`config.mk`:
```
export PLATFORM = sky130hd
export DESIGN_NAME = hdlc_tx_frame_ctrl
export DESIGN_NICKNAME = d
export VERILOG_FILES = /design/src/rtl/hdlc_tx_frame_ctrl.sv
export SDC_FILE = /design/constraint.sdc
export NUM_CORES = 1
export LEC_CHECK = 0
export BUFFER_PORTS_ARGS = -buffer_cell sky130_fd_sc_hd__buf_2
export CAP_MARGIN = 20
export CORE_ASPECT_RATIO = 1.25
export CORE_UTILIZATION = 48
export CTS_CLUSTER_DIAMETER = 100
export DETAILED_ROUTE_END_ITERATION = 10
export GPL_ROUTABILITY_DRIVEN = 0
export PLACE_DENSITY_LB_ADDON = 0.3
export SYNTH_ARGS = -nofsm -noshare
export SYNTH_HDL_FRONTEND = slang
export SYNTH_SLANG_ARGS = --single-unit
```
`constraint.sdc`:
```
create_clock -name Clk -period 2.15 [get_ports Clk]
set_input_delay 0 -clock Clk [delete_from_list [all_inputs] [get_ports Clk]]
set_output_delay 0 -clock Clk [all_outputs]
set_load 0.02 [all_outputs]
```
`src/rtl/hdlc_tx_frame_ctrl.sv`:
```
// HDLC transmit frame sequencer: picks idle, flag, payload, FCS or abort byte
// for each serializer request and drives the frame status flags.
module hdlc_tx_frame_ctrl #(
  parameter int          MAX_BYTES  = 126,
  parameter logic [7:0]  IDLE_BYTE  = 8'hFF,
  parameter logic [7:0]  FLAG_BYTE  = 8'h7E,
  parameter logic [7:0]  ABORT_BYTE = 8'hFE
) (
  input  logic        Clk,
  input  logic        Rst,
  input  logic        Tx_Enable,
  input  logic        Tx_AbortFrame,
  input  logic [7:0]  Tx_FrameSize,
  output logic [6:0]  Buf_RdAddr,
  input  logic [7:0]  Buf_RdData,
  output logic        Crc_Init,
  output logic        Crc_Update,
  output logic [7:0]  Crc_Byte,
  input  logic [15:0] Crc_Value,
  input  logic        Ser_Req,
  output logic        Ser_Load,
  output logic [7:0]  Ser_Byte,
  output logic        Ser_ZeroIns,
  output logic        Tx_ValidFrame,
  output logic        Tx_Done,
  output logic        Tx_AbortedTrans
);

  // state  | meaning
  // IDLE   | no frame, idle bytes on request
  // START  | opening flag pending
  // DATA   | payload bytes from buffer, CRC accumulating
  // FCS_LO | low CRC byte pending
  // FCS_HI | latched high CRC byte pending
  // END    | closing flag pending
  // ABORT  | abort pattern pending
  typedef enum logic [2:0] {
    IDLE, START, DATA, FCS_LO, FCS_HI, END, ABORT
  } state_t;

  state_t     state;
  logic [7:0] frame_size;
  logic [7:0] crc_hi;

  logic size_ok;
  logic abort_ok;
  logic last_byte;

  assign size_ok   = (Tx_FrameSize != 8'd0) && (Tx_FrameSize <= 8'(MAX_BYTES));
  assign abort_ok  = (state == START) || (state == DATA) || (state == FCS_LO) ||
                     (state == FCS_HI) || (state == END);
  assign last_byte = ({1'b0, Buf_RdAddr} == (frame_size - 8'd1));

  always_ff @(posedge Clk or negedge Rst) begin
    if (!Rst) begin
      state           <= IDLE;
      frame_size      <= 8'd0;
      crc_hi          <= 8'd0;
      Buf_RdAddr      <= 7'd0;
      Crc_Init        <= 1'b0;
      Crc_Update      <= 1'b0;
      Crc_Byte        <= 8'd0;
      Ser_Load        <= 1'b0;
      Ser_Byte        <= IDLE_BYTE;
      Ser_ZeroIns     <= 1'b0;
      Tx_ValidFrame   <= 1'b0;
      Tx_Done         <= 1'b1;
      Tx_AbortedTrans <= 1'b0;
    end else begin
      Ser_Load   <= 1'b0;
      Crc_Init   <= 1'b0;
      Crc_Update <= 1'b0;

      if ((state == IDLE) && Tx_Enable && size_ok) begin
        state           <= START;
        frame_size      <= Tx_FrameSize;
        Crc_Init        <= 1'b1;
        Buf_RdAddr      <= 7'd0;
        Tx_Done         <= 1'b0;
        Tx_AbortedTrans <= 1'b0;
        Tx_ValidFrame   <= 1'b1;
        // a request coinciding with the start still gets an idle byte
        if (Ser_Req) begin
          Ser_Load    <= 1'b1;
          Ser_Byte    <= IDLE_BYTE;
          Ser_ZeroIns <= 1'b0;
        end
      end else if (abort_ok && Tx_AbortFrame) begin
        Tx_AbortedTrans <= 1'b1;
        Tx_Done         <= 1'b1;
        if (Ser_Req) begin
          Ser_Load      <= 1'b1;
          Ser_Byte      <= ABORT_BYTE;
          Ser_ZeroIns   <= 1'b0;
          Tx_ValidFrame <= 1'b0;
          state         <= IDLE;
        end else begin
          state <= ABORT;
        end
      end else if (Ser_Req) begin
        Ser_Load <= 1'b1;
        case (state)
          START: begin
            Ser_Byte    <= FLAG_BYTE;
            Ser_ZeroIns <= 1'b0;
            state       <= DATA;
          end
          DATA: begin
            Ser_Byte    <= Buf_RdData;
            Ser_ZeroIns <= 1'b1;
            Crc_Update  <= 1'b1;
            Crc_Byte    <= Buf_RdData;
            // address parks on the last index so it never passes MAX_BYTES-1
            if (last_byte) begin
              Tx_Done <= 1'b1;
              state   <= FCS_LO;
            end else begin
              Buf_RdAddr <= Buf_RdAddr + 7'd1;
            end
          end
          FCS_LO: begin
            Ser_Byte    <= Crc_Value[7:0];
            Ser_ZeroIns <= 1'b1;
            crc_hi      <= Crc_Value[15:8];
            state       <= FCS_HI;
          end
          FCS_HI: begin
            Ser_Byte    <= crc_hi;
            Ser_ZeroIns <= 1'b1;
            state       <= END;
          end
          END: begin
            Ser_Byte      <= FLAG_BYTE;
            Ser_ZeroIns   <= 1'b0;
            Tx_ValidFrame <= 1'b0;
            state         <= IDLE;
          end
          ABORT: begin
            Ser_Byte      <= ABORT_BYTE;
            Ser_ZeroIns   <= 1'b0;
            Tx_ValidFrame <= 1'b0;
            state         <= IDLE;
          end
          default: begin
            Ser_Byte    <= IDLE_BYTE;
            Ser_ZeroIns <= 1'b0;
          end
        endcase
      end
    end
  end

endmodule

```
Word level (Yosys, flattened, before mapping)
Index checks and enable logic that the tools add are counted.
{"block": "op_classes", "addsub": 2, "magnitude_cmp": 1, "n_eq_ne": 10, "n_mux": 40, "n_bitwise": 2, "reduce_logical": 27}
{"op": "$mux 8", "count": 5}
{"op": "$pmux 8 s5", "count": 1}
{"op": "$mux 7", "count": 5}
{"op": "$mux 1", "count": 23}
{"op": "$mux 3", "count": 5}
{"op": "$pmux 3 s5", "count": 1}
{"op": "$reduce_and 4->1", "count": 3}
{"op": "$reduce_bool 3->1", "count": 4}
{"op": "$eq 3x3->1 const B", "count": 3}
{"op": "$eq 7x8->1", "count": 1}
{"op": "$le 8x7->1 const B", "count": 1}
{"op": "$reduce_bool 8->1", "count": 1}
{"op": "$sub 8x1->8 const B", "count": 1}
{"op": "$add 7x1->7 const B", "count": 1}
{"op": "$reduce_bool 7->1", "count": 1}
{"op": "$eq 3x2->1 const B", "count": 2}
{"op": "$reduce_and 3->1", "count": 2}
{"op": "$reduce_bool 2->1", "count": 3}
{"op": "$logic_and 1x1->1", "count": 4}
{"op": "$logic_or 1x1->1", "count": 4}
{"op": "$ne 4x2->1 const B", "count": 1}
{"op": "$reduce_or 2->1", "count": 2}
{"op": "$eq 3x1->1 const B", "count": 1}
{"op": "$logic_not 3->1", "count": 1}
{"op": "5 further kinds", "count": 6}
{"block": "word_totals", "ff_bits": 49, "in_bits": 37, "out_inout_bits": 30, "wordCells": 95}

Depth between registers and ports, before layout
{"block": "depth", "ltp_word": 8, "mapped_depth": 9, "mapped_depth_nobuf": 8}

Worst setup path before layout
No wires, ideal clock.
{"block": "synth_timing", "kind": "register to register", "startpoint": "register frame_size[0]", "endpoint": "register state[2]", "setup_ps": 125, "arrival_ps": 2058, "required_ps": 2025, "path_slack_ps": -33, "path_stages_with_launch": 9, "n_path_buf": 0, "synth_period_minus_slack_ps": 2183, "cell_sequence": "dfrtp_1 inv_1 ha_1 nor2b_1 or3_1 a31o_2 nor3_4 a211oi_1 mux2_4"}
{"block": "synth_via", "elab_chain_len": 4}
{"item": "from (decl)", "line_no": "42", "rtl": "logic [7:0] frame_size;"}
{"item": "from (signal assigned)", "line_no": "76", "rtl": "frame_size <= Tx_FrameSize;"}
{"item": "$sub 8x1->8", "line_no": "52", "rtl": "assign last_byte = ({1'b0, Buf_RdAddr} == (frame_size - 8'd1));"}
{"item": "$eq 7x8->1", "line_no": "52"}
{"item": "$ne 4x2->1 (no line)"}
{"item": "$reduce_and 3->1 (no line)"}
{"item": "to (signal assigned)", "line_no": "56", "rtl": "state <= IDLE;"}
{"item": "to (signal assigned)", "line_no": "75", "rtl": "state <= START;"}
{"item": "to (signal assigned)", "line_no": "96", "rtl": "state <= IDLE;"}
{"item": "to (decl)", "line_no": "41", "rtl": "state_t state;"}
No other way between the ends.
A chain may end at the register's enable or synchronous reset.

Final worst setup path
Same ends and word-level chain as after synthesis.

==> metrics.cfg <==
[logic_synthesis]
async_flop_share_pct=100.0
synth_top_area_share_pct=38.44
netlist.top_cell.by_area=dfrtp_1
ys_top_cells_by_area=dfrtp_1 (38%), dfstp_2 (9.1%), mux2_2 (8.6%)
synth_cells=253
synth_edf_count=0
ys.flop_type=dfrtp_1
ys_warn_count=0
synth_area_mm2=0.002604
syn_avg_cell_area_um2=10.29
seq_area_frac_synth_pct=47.53
synth_cell_type_count=44
synth_seq_cells=49
synth_nets=292

[placed_design]
numPortBuffers=66
place_inst=399
dp.final_hpwl_mm=4.483

[clock_tree]
clockBufferDepth=2
root_buffer=clkbuf_8
cts_tree=built
htree_levels=2
cts_sinks=49
numCtsBuffers=5
clk_latency_ps=310
clk_pin_slew_worst_paths_ps=100

[layout]
nNetsFinal=408
nFillCells=396
drive_gt1_share_pct=42.16
final_cell_mix=buf_2 (66), dfrtp_1 (37), buf_4 (28)
seq_area_mm2=0.001241
area_growth_pct=37.91
multiInputGateArea_mm2=0.001301
antenna_cells=0
final_cells=432
mostFrequentLayoutCell=buf_2

[global_route]
grt_max_degree=29
grt_pass1_vias=2400
track_usage_pct=23.91
gr-total-overflow=0
antenna_found_initial=0
grt_pass1_wl_mm=10.33

[die]
die_h_um=84.35
initial_utilization_pct=50.53
pin_count=67
dieArea_mm2=0.005725
core_area_mm2=0.005152
row_count=29
die-width_um=67.88

[worst_setup_path]
crit_path_max_fanout=5
cp.required_ps=2350
start_kind=flip-flop
cp-end-kind=flip-flop
critPathArrivalTime_ps=2320
critPathKind=flip-flop to flip-flop

[timing]
worst_pin_slew_ps=636.7
fin_crit_sh_pct=98.54
period_needed_ps=2119
slew_headroom_pct=57.55
drv_slew=0
clock.fmax_mhz=472.0
skew_ps=13.12
setup_tns_ps=0
rsz0062_at_grt=true
setup_viol=0
hold_viol_final=0

[route]
wire_per_inst_um=15.02
vias=2376
ant_nets=0
remaining_drc_errors=0
drt_iter0_drc=88
routed_via_density=5.500
drtPass1Iterations=4
routed_wl_mm=6.490

[power_and_ir_drop]
leakage_nw=1.619
cellPowerDensity_mw_per_mm2=1267
max-vdd-ir-drop_mv=0.7615

[outcome]
outcome=finished, final reports clean

[run]
maxCapViolCount=0

[hold_path]
holdCritPathClass=primary input to flip-flop

## worst max-delay path, cell delays in order, from the launching register on
cell	delay [ps]
dfrtp_1	370
inv_2	50
ha_4	170
nor2b_4	130
or3_1	310
a31o_2	290
buf_6	120
nor3_4	190
a211oi_2	100
mux2_4	300
## repair_timing
| action | 4_1_cts | 5_1_grt |
|---|---|---|
| hold buffers | 24 | 0 |
| buffers inserted | 0 | 1 |
| pin swaps | 1 | 6 |
| hold endpoints to repair | 43 | 0 |
| endpoints found under the setup margin | 3 | 5 |
| resized for setup | 2 | 13 |
## cell usage after synthesis (3+ instances only)
master and number:
dfrtp_1 40, o21ai_0 27, nand2_1 21, mux2_2 20, nor2_1 16, inv_1 12, a21oi_1 11, dfstp_2 9
clkbuf_1 8, nand3_1 7, o22a_1 7, mux2i_1 6, xnor2_1 6, nor2b_1 5, a211oi_1 4, nor3_1 4
o31ai_1 4, or4_1 4, and3_1 3, buf_6 3, nand3b_1 3, nor3_4 3, o21ai_1 3, or3_1 3
## logic make-up (layout without fill, tap and decap cells)
| kind of cell | count (synthesis) | in the layout | synth area share (%) |
|---|---|---|---|
| multiplexers | 27 | 27 | 11.53 |
| AND/OR/NAND/NOR | 81 | 81 | 18.07 |
| XOR/XNOR | 7 | 7 | 2.355 |
| AO/OA/AOI/OAI | 63 | 63 | 15.23 |
| buffers and inverters | 24 | 141 | 4.325 |
| adder cells (fa/ha/maj) | 2 | 2 | 0.9609 |
| flip-flops | 49 | 49 | 47.53 |
## final cells by class
class / instances / area share [%]
clock buffer: 5 / 1.916
clock inverter: 3 / 0.6969
inverter: 12 / 1.254
multi-input combinational: 180 / 36.24
sequential: 49 / 34.56
tap: 62 / 2.160
timing repair buffer: 121 / 23.17
## path summary, 6_finish.rpt
check / startpoint / to / slack, ps / cells after the start
max: frame_size[0]$_DFFE_PN0P_ / state[2]$_DFFE_PN0P_ / 30 / 9
min: Ser_Req / Ser_Load$_DFF_PN0_ / 50 / 2
max reg2reg: frame_size[0]$_DFFE_PN0P_ / state[2]$_DFFE_PN0P_ / 30 / 9
min reg2reg: Ser_Byte[0]$_DFFE_PN1P_ / Ser_Byte[0]$_DFFE_PN1P_ / 490 / 2
max in group asynchronous: Rst / Ser_Byte[6]$_DFFE_PN1P_ / 1240 / 3
min in group asynchronous: Rst / crc_hi[7]$_DFFE_PN0P_ / 240 / 2
## power by group
group / internal (mW) / switching (mW)
Combinational: 1.16 / 1.24
Sequential: 1.32 / 0.270
Clock: 0.235 / 0.330
## sequential cells by signal (all words and copies together) (netlist names)
| register | flops |
|---|---|
| Ser_ZeroIns | 1 |
| state | 3 |
| Crc_Init | 1 |
| Buf_RdAddr | 7 |
| Ser_Byte | 8 |
| frame_size | 8 |
| Crc_Update | 1 |
| Crc_Byte | 8 |
| Tx_Done | 1 |
| Tx_AbortedTrans | 1 |
| crc_hi | 8 |
| Ser_Load | 1 |
| Tx_ValidFrame | 1 |
## metal layers
layer  GRT usage [%]  vias up  part of all wire (%)
met2           44.82       69                    54
met4           10.23        0                   3.3
met5               0        -                     0
li1                -     1145                     -
met3           4.076       19                   4.1
met1           24.87     1143                    39
## per-stage QoR
step	area (µm²)	utilization, %	hold slack [ps]	worst slack (ps)	total power, mW
after floorplan	2605	-	-295.6	4.545	3.034
after global placement	3201	62.12	57.42	26.54	3.763
final	3591	69.69	46.38	31.39	4.548
after CTS	3542	68.75	45.11	6.112	4.458
after detailed placement	3201	62.12	53.84	-30.55	3.827
after global routing	3591	69.69	48.49	-17.21	4.839
No activity file was read; power rests on OpenSTA's default activity.
